$ cat config.mk
export PLATFORM = sky130hd
export DESIGN_NAME = bcd_stopwatch_ctrl
export DESIGN_NICKNAME = d
export VERILOG_FILES = /design/src/rtl/bcd_pkg.sv /design/src/rtl/bcd_digit.sv /design/src/rtl/bcd_stopwatch_ctrl.sv
export SDC_FILE = /design/constraint.sdc
export NUM_CORES = 1
export LEC_CHECK = 0
export ABC_AREA = 1
export CAP_MARGIN = 5
export CORE_AREA = 3 3 59 61
export DETAILED_ROUTE_END_ITERATION = 10
export DIE_AREA = 0 0 62 64
export GPL_TIMING_DRIVEN = 0
export PLACE_DENSITY = 0.76
export SYNTH_ARGS = -nofsm -noshare
export SYNTH_HDL_FRONTEND = slang
export SYNTH_HIERARCHICAL = 1
export SYNTH_SLANG_ARGS = --single-unit
$ cat constraint.sdc
create_clock -name clk -period 2.2 [get_ports clk]
set_input_delay 0.33 -clock clk [delete_from_list [all_inputs] [get_ports clk]]
set_output_delay 0.33 -clock clk [all_outputs]
set_load 0.05 [all_outputs]
$ cat src/rtl/bcd_pkg.sv
// Shared types and constants for the BCD stopwatch controller.
// Includes the controller state encoding and the single-digit increment-with-wrap helper.
package bcd_pkg;

  typedef enum logic [1:0] {
    IDLE  = 2'b00,
    RUN   = 2'b01,
    PAUSE = 2'b10
  } state_t;

  localparam int BCD_W = 4;
  localparam logic [BCD_W-1:0] BCD_MAX = 4'd9;

  // Anything at or above 9 wraps to 0, which also scrubs illegal codes.
  function automatic logic [BCD_W-1:0] bcd_next(input logic [BCD_W-1:0] q);
    return (q >= BCD_MAX) ? '0 : q + 4'd1;
  endfunction

endpackage

$ cat src/rtl/bcd_digit.sv
// One BCD digit: async active-low reset, synchronous clear, increment with 9->0 wrap.
// at_max flags the carry-enabling value 9 for the next digit up the chain.
module bcd_digit
  import bcd_pkg::*;
(
  input  logic             clk,
  input  logic             res,
  input  logic             clr,
  input  logic             inc,
  output logic [BCD_W-1:0] q,
  output logic             at_max
);

  always_ff @(posedge clk or negedge res) begin
    if (!res) begin
      q <= '0;
    end else if (clr) begin
      q <= '0;
    end else if (inc) begin
      q <= bcd_next(q);
    end
  end

  assign at_max = (q == BCD_MAX);

endmodule

$ cat src/rtl/bcd_stopwatch_ctrl.sv
// Run/pause/clear stopwatch controller driving a chain of cascaded BCD digits.
// Optional lap-hold display freeze is compiled in with the LAP_HOLD_EN macro.
module bcd_stopwatch_ctrl
  import bcd_pkg::*;
#(
  parameter int DIGITS   = 4,
  parameter int TICK_DIV = 10
) (
  input  logic                  clk,
  input  logic                  res,
  input  logic                  start,
  input  logic                  stop,
  input  logic                  clr,
  input  logic                  lap,
  output logic [4*DIGITS-1:0]   disp,
  output logic                  running,
  output logic                  ovf
);

  localparam int PRE_W = (TICK_DIV > 1) ? $clog2(TICK_DIV) : 1;
  localparam logic [PRE_W-1:0] PRE_LAST = PRE_W'(TICK_DIV - 1);

  state_t state, state_next;
  logic [PRE_W-1:0] pre;
  logic tick;
  logic [DIGITS:0] carry;
  logic [DIGITS-1:0] at_max;
  logic [BCD_W*DIGITS-1:0] live;

  always_ff @(posedge clk or negedge res) begin
    if (!res) begin
      state <= IDLE;
    end else begin
      state <= state_next;
    end
  end

  always_comb begin
    state_next = state;
    if (clr) begin
      state_next = IDLE;
    end else if (start && stop) begin
      state_next = state;
    end else begin
      case (state)
        IDLE:    if (start) state_next = RUN;
        RUN:     if (stop)  state_next = PAUSE;
        PAUSE:   if (start) state_next = RUN;
        default: state_next = IDLE;
      endcase
    end
  end

  assign running = (state == RUN);
  assign tick    = (state == RUN) && (pre == PRE_LAST);

  // Resuming from PAUSE keeps pre so the partial tick period is not lost.
  always_ff @(posedge clk or negedge res) begin
    if (!res) begin
      pre <= '0;
    end else if (clr) begin
      pre <= '0;
    end else if ((state == IDLE) && start && !stop) begin
      pre <= '0;
    end else if (state == RUN) begin
      pre <= tick ? '0 : pre + PRE_W'(1);
    end
  end

  assign carry[0] = tick;

  for (genvar g = 0; g < DIGITS; g++) begin : g_digit
    bcd_digit u_digit (
      .clk    (clk),
      .res    (res),
      .clr    (clr),
      .inc    (carry[g]),
      .q      (live[g*BCD_W +: BCD_W]),
      .at_max (at_max[g])
    );
    assign carry[g+1] = carry[g] & at_max[g];
  end

  // A carry out of the top digit means the whole chain wrapped from all-9s.
  always_ff @(posedge clk or negedge res) begin
    if (!res) begin
      ovf <= 1'b0;
    end else if (clr) begin
      ovf <= 1'b0;
    end else if (carry[DIGITS]) begin
      ovf <= 1'b1;
    end
  end

`ifdef LAP_HOLD_EN
  logic                    hold_on;
  logic [BCD_W*DIGITS-1:0] hold_q;

  always_ff @(posedge clk or negedge res) begin
    if (!res) begin
      hold_on <= 1'b0;
      hold_q  <= '0;
    end else if (clr) begin
      hold_on <= 1'b0;
      hold_q  <= '0;
    end else if ((state == RUN) && lap) begin
      if (hold_on) begin
        hold_on <= 1'b0;
      end else begin
        hold_on <= 1'b1;
        hold_q  <= live;
      end
    end
  end

  assign disp = hold_on ? hold_q : live;
`else
  logic unused_lap;
  assign unused_lap = lap;
  assign disp       = live;
`endif

endmodule

=== Word-level counts from Yosys, hierarchy flattened ===
Cells that the tools add are included.

* Register bits after elaboration: 23
* Latch bits: 0
* Memory bits (writable): 0
* ROM bits: 0
* Input bits: 6
* Output and inout bits: 18
* Word-level logic and storage cells: 67
* Memories kept: 0

* Add/subtract/negate cells: 5
* Multipliers: 0
* Divide/modulo/power cells: 0
* Order comparisons: 4
* Equality and inequality tests: 10
* Shift operators: 0
* Mux-type cells: 23
* Bitwise gates (word level): 4
* Reduce and logical (&&, ||, !) cells: 14

{| class="wikitable"
|+ Operator list
! operator !! number
|-
| $mux 4 || 16
|-
| $add 4x1->4 const B || 5
|-
| $eq 4x4->1 const B || 5
|-
| $ge 4x4->1 const B || 4
|-
| $reduce_bool 2->1 || 5
|-
| $mux 2 || 4
|-
| $and 1x1->1 || 4
|-
| $logic_and 1x1->1 || 4
|-
| $pmux 2 s2 || 1
|-
| $ne 3x1->1 const B || 1
|-
| $ne 3x3->1 const B || 1
|-
| $reduce_and 3->1 || 1
|-
| $reduce_bool 3->1 || 1
|-
| $eq 2x1->1 const B || 1
|-
| $eq 2x2->1 const B || 1
|-
| $logic_not 2->1 || 1
|-
| $mux 1 || 2
|-
| $ne 2x2->1 const B || 1
|-
| $reduce_or 2->1 || 1
|-
| $logic_not 1->1 || 1
|}

=== Depth between registers and ports, before layout ===
* Depth in word-level cells: 8
* Mapped depth: 12
* Depth with buffers taken out: 12

=== Hierarchy ===
Netlist, hierarchy kept.

{| class="wikitable"
|+ Modules (own cells, without submodules)
! module !! instances !! cells each !! area an instance (µm²) !! sequential area each (µm²)
|-
| bcd_digit at g_digit[1].u_digit ... || 3 || 41 || 292.8 || 100.1
|-
| bcd_stopwatch_ctrl || 1 || 49 || 422.9 || 175.2
|-
| bcd_digit at g_digit[0].u_digit || 1 || 38 || 281.5 || 100.1
|}

=== Worst setup path after synthesis ===
No wires, ideal clock.

* Path kind: register to register
* Start point: reg g_digit[0].u_digit.q[0]
* End point: reg g_digit[3].u_digit.q[2]
* Setup time: 0.121 ns
* Arrival time: 1.910 ns
* Required time: 2.079 ns
* Path slack: 0.169 ns
* Cell stages (with the launch flop): 12
* Path buffers: 0
* Clock period less this slack: 2.031 ns
* Path through: dfrtp_1 > ha_1 > nand2_1 > nor2_1 > inv_1 > nor3_4 > and3_1 > inv_1 > nand2_1 > nand3_1 > nand2_1 > a21oi_1

* Cells in the longest elaborated chain, start to end: 5

{| class="wikitable"
|+ RTL lines
! what !! line !! RTL
|-
| from (decl) || bcd_digit.sv:10 || <nowiki>output logic [BCD_W-1:0] q,</nowiki>
|-
| from (signal assigned) || bcd_digit.sv:20 || <nowiki>q <= bcd_next(q);</nowiki>
|-
| $eq 4x4->1 || bcd_digit.sv:24 || <nowiki>assign at_max = (q == BCD_MAX);</nowiki>
|-
| net at_max[0] || bcd_stopwatch_ctrl.sv:27 || <nowiki>logic [DIGITS-1:0] at_max;</nowiki>
|-
| $and 1x1->1 || bcd_stopwatch_ctrl.sv:81 || <nowiki>assign carry[g+1] = carry[g] & at_max[g];</nowiki>
|-
| net carry[1] || bcd_stopwatch_ctrl.sv:26 || <nowiki>logic [DIGITS:0] carry;</nowiki>
|-
| $and 1x1->1 (2 in series) || bcd_stopwatch_ctrl.sv:81 ||
|-
| net carry[3] || bcd_stopwatch_ctrl.sv:26 ||
|-
| $reduce_bool 2->1 (no line) || - ||
|-
| to (signal assigned) || bcd_digit.sv:20 ||
|-
| to (decl) || bcd_digit.sv:10 ||
|}

The timed path passes the listed nets, and every way through them passes these cells.
A chain may end at the register's enable or synchronous reset.

=== Worst setup path after layout ===
* Start point: reg state[1]
* End point: out running

* Cells in the longest elaborated chain, start to end: 1

{| class="wikitable"
|+ RTL lines
! what !! line !! RTL
|-
| from (decl) || bcd_stopwatch_ctrl.sv:23 || <nowiki>state_t state, state_next;</nowiki>
|-
| from (signal assigned) || bcd_stopwatch_ctrl.sv:34 || <nowiki>state <= state_next;</nowiki>
|-
| $eq 2x1->1 || bcd_stopwatch_ctrl.sv:54 || <nowiki>assign running = (state == RUN);</nowiki>
|-
| to (decl) || bcd_stopwatch_ctrl.sv:16 || <nowiki>output logic running,</nowiki>
|}

No other way between the ends.

==> summary.txt <==
Status
  – Outcome: finished, final reports clean

Clock network
  – Post_cts resized: 0
  – Reg clk slew, reported paths: 130 ps
  – CTS buffer count: 3
  – H-Tree Depth: 1
  – CTS sink cnt: 23
  – Hold buffers post-CTS: 0
  – Clock latency on the worst-skew pair: roughly 310 ps
  – Max Buffers Root-to-Sink: 2
  – CTS tree: built
  – Setup bufs post-CTS: 0
  – Clock Tree Root: clkbuf_4

Floorplanning
  – Initial Util: 0.5227
  – Die Span Y: about 64 um
  – Core area: approximately 3000 um2
  – DIE AREA: ~4000 um2
  – Die X: 62 um
  – I/O pin count: 24
  – FP Rows: 20

Synth
  – Syn avg cell area: roughly 7.5 um2
  – Prevailing post-synth register cell: dfrtp_1
  – Synth async-reset ratio: 1.000
  – #FFs+latches synth: 23
  – Ys Warns: 6
  – Post-Syn Instances: 210
  – Area share of the leading cell type in the synthesized netlist: 0.3636
  – Post-synthesis sequential area ratio: 0.3636
  – Mapped cell area: around 1600 um2
  – Cell variety after synth: 24
  – Synth area leader: dfrtp_1
  – Post-synth EDFFs: 0
  – Largest cells by area after synthesis: dfrtp_1, nand2_1, ha_1, inv_1, nand3_1
  – Syn_nets: 230

Global route
  – Vias in the first global route: roughly 1300
  – Remaining global-route overflow: 0
  – Wire length of the first global-routing pass: between 5000 and 6000 um
  – Initial antenna violation count: 0
  – Largest net degree at the start of global routing: 24
  – Global-route usage over all layers: 0.1696

Setup path
  – CP max-delay cell: clkdlybuf4s50_1
  – Kind of critical path: reg -> out
  – CP arrival: roughly 1700 ps
  – Critical path cell sequence: inv_1 -> nand2_2 -> inv_1 -> clkdlybuf4s50_1
  – CP dominant cell by count: inv_1
  – Worst setup EP type: primary output
  – Crit path max-delay family: buffers and inverters
  – Slowest stage delay, CP: approximately 790 ps
  – Buffer and inverter count on the worst path: 3
  – CP Launch Type: flip-flop
  – CP max FO: 4
  – Worst endpoint required time: 1870 ps

Timing
  – Final Worst Setup Slack: approximately 140 ps
  – Hold Violations, Final: 0
  – Final setup fails: 0
  – TNS Setup: 0 ps
  – Relative slew slack: 0.2850
  – Worst-margin pin slew: roughly 1100 ps
  – Final slew viol count: 0
  – Max frequency: 485.0 MHz
  – Unrepaired setup endpoints after global routing: false
  – Fin crit period: about 2000 ps
  – WHS: about 540 ps
  – Layout Skew: between 2 and 2.5 ps
  – Fin crit share: 0.9371

Placed design
  – Cells after DPL: 276
  – Placer Congestion: 0.8111
  – Pre-CTS setup slack: ~290 ps
  – Post-Place Cell Area: approximately 1900 um2
  – DP Wirelength: around 2300 um
  – IO Port Bufs: 22

Detailed routing
  – Via count: 1364
  – Vias per cell: 4.871
  – Drt initial violations: 80
  – Final ANT Viol Nets: 0
  – WL/cell: 10.87 um
  – DRC errors left: 0
  – TritonRoute pass-1 iters: 4
  – WL final: 3044 um

Final layout
  – Area Growth Syn to Fin: 19.05%
  – Filler cell count in the final layout: approximately 280
  – Post-route insts no fill: 280
  – Final nets: approximately 260
  – Multi-input logic area: 868.3 um2
  – Layout cells sized above 1: 0.1144
  – Commonest non-fill, non-tap cell in the layout: nand2_1
  – Ant. Diodes: 0
  – Layout Utilization: 0.6223
  – Register area: 575.6 um2
  – Commonest cells after routing, fill and taps aside: nand2_1, inv_1, dfrtp_1, clkdlybuf4s50_1, nand3_1
  – Final Instance Area: approximately 1900 um2

Power and ir drop
  – Peak VDD IR: between 0.0002 and 0.0003 V
  – Leakage: approximately 0.96 nW
  – Pwr dens: roughly 420 nW/um2
  – Pwr Total: just under 0.8 mW

Worst hold path
  – Hold Crit Class: reg -> reg

Job
  – Max-cap viol count: 0
sequential cells by signal, summed over array words and instances (netlist names):
name               cells
g_digit.u_digit/q     16
ovf                    1
pre                    4
state                  2
cell usage after synthesis, drive strengths merged (2+ instances only):
master and number:
nand2 63, inv 37, nand3 24, dfrtp 23, nor2 15, ha 14
a21oi 9, o21ai 8, nand4 5, nand3b 3, o22ai 3, and3 2
routing by layer:
metal	global-route usage	wire length, um	vias up
met4	0.04509	19	0
li1	-	-	717
met1	0.2376	1489	628
met5	0	0	-
met3	0.02424	83	2
met2	0.2681	1453	17
power breakdown:
| group | internal, mW | switching (mW) | total [mW] |
|---|---|---|---|
| Combinational | 0.0470 | 0.0844 | 0.131 |
| Clock | 0.0707 | 0.127 | 0.198 |
| Sequential | 0.442 | 0.0210 | 0.463 |
| Total | 0.560 | 0.232 | 0.792 |
final cells by class:
class                           count  area share
Inverter                           37     0.07370
Clock buffer                        4     0.01394
Tap cell                           44     0.02922
Timing Repair Buffer               22      0.1169
Sequential cell                    23      0.3054
Multi-Input combinational cell    150      0.4608
path summary, 6_finish.rpt:
| check | from | endpoint | slack, ps | cells after the start |
|---|---|---|---|---|
| max | state[1] | running | 140 | 4 |
| min | ovf | ovf | 540 | 2 |
| max reg2reg | g_digit[0].u_digit/q[1] | g_digit[3].u_digit/q[1] | 270 | 11 |
| min reg2reg | ovf | ovf | 540 | 2 |
| max in group asynchronous | res | g_digit[0].u_digit/q[0] | 970 | 1 |
| min in group asynchronous | res | g_digit[2].u_digit/q[3] | 590 | 1 |
logic make-up after synthesis:
logic type      synth area share
simple gates              0.3542
buf+inv                  0.08775
flops                     0.3636
compound gates           0.07273
fa+ha+maj                 0.1107
xor+xnor                 0.01107
worst register-to-register path, stage by stage, from the launching register on:
cell and delay [ps]:
dfrtp_1 440, inv_1 110, ha_1 170, nand2_1 60
nor2_1 120, inv_1 80, nor3_4 250, and3_1 220
inv_1 60, nor2_1 200, nand3_1 120, nand2_1 70
No activity file was read; power rests on OpenSTA's default activity.
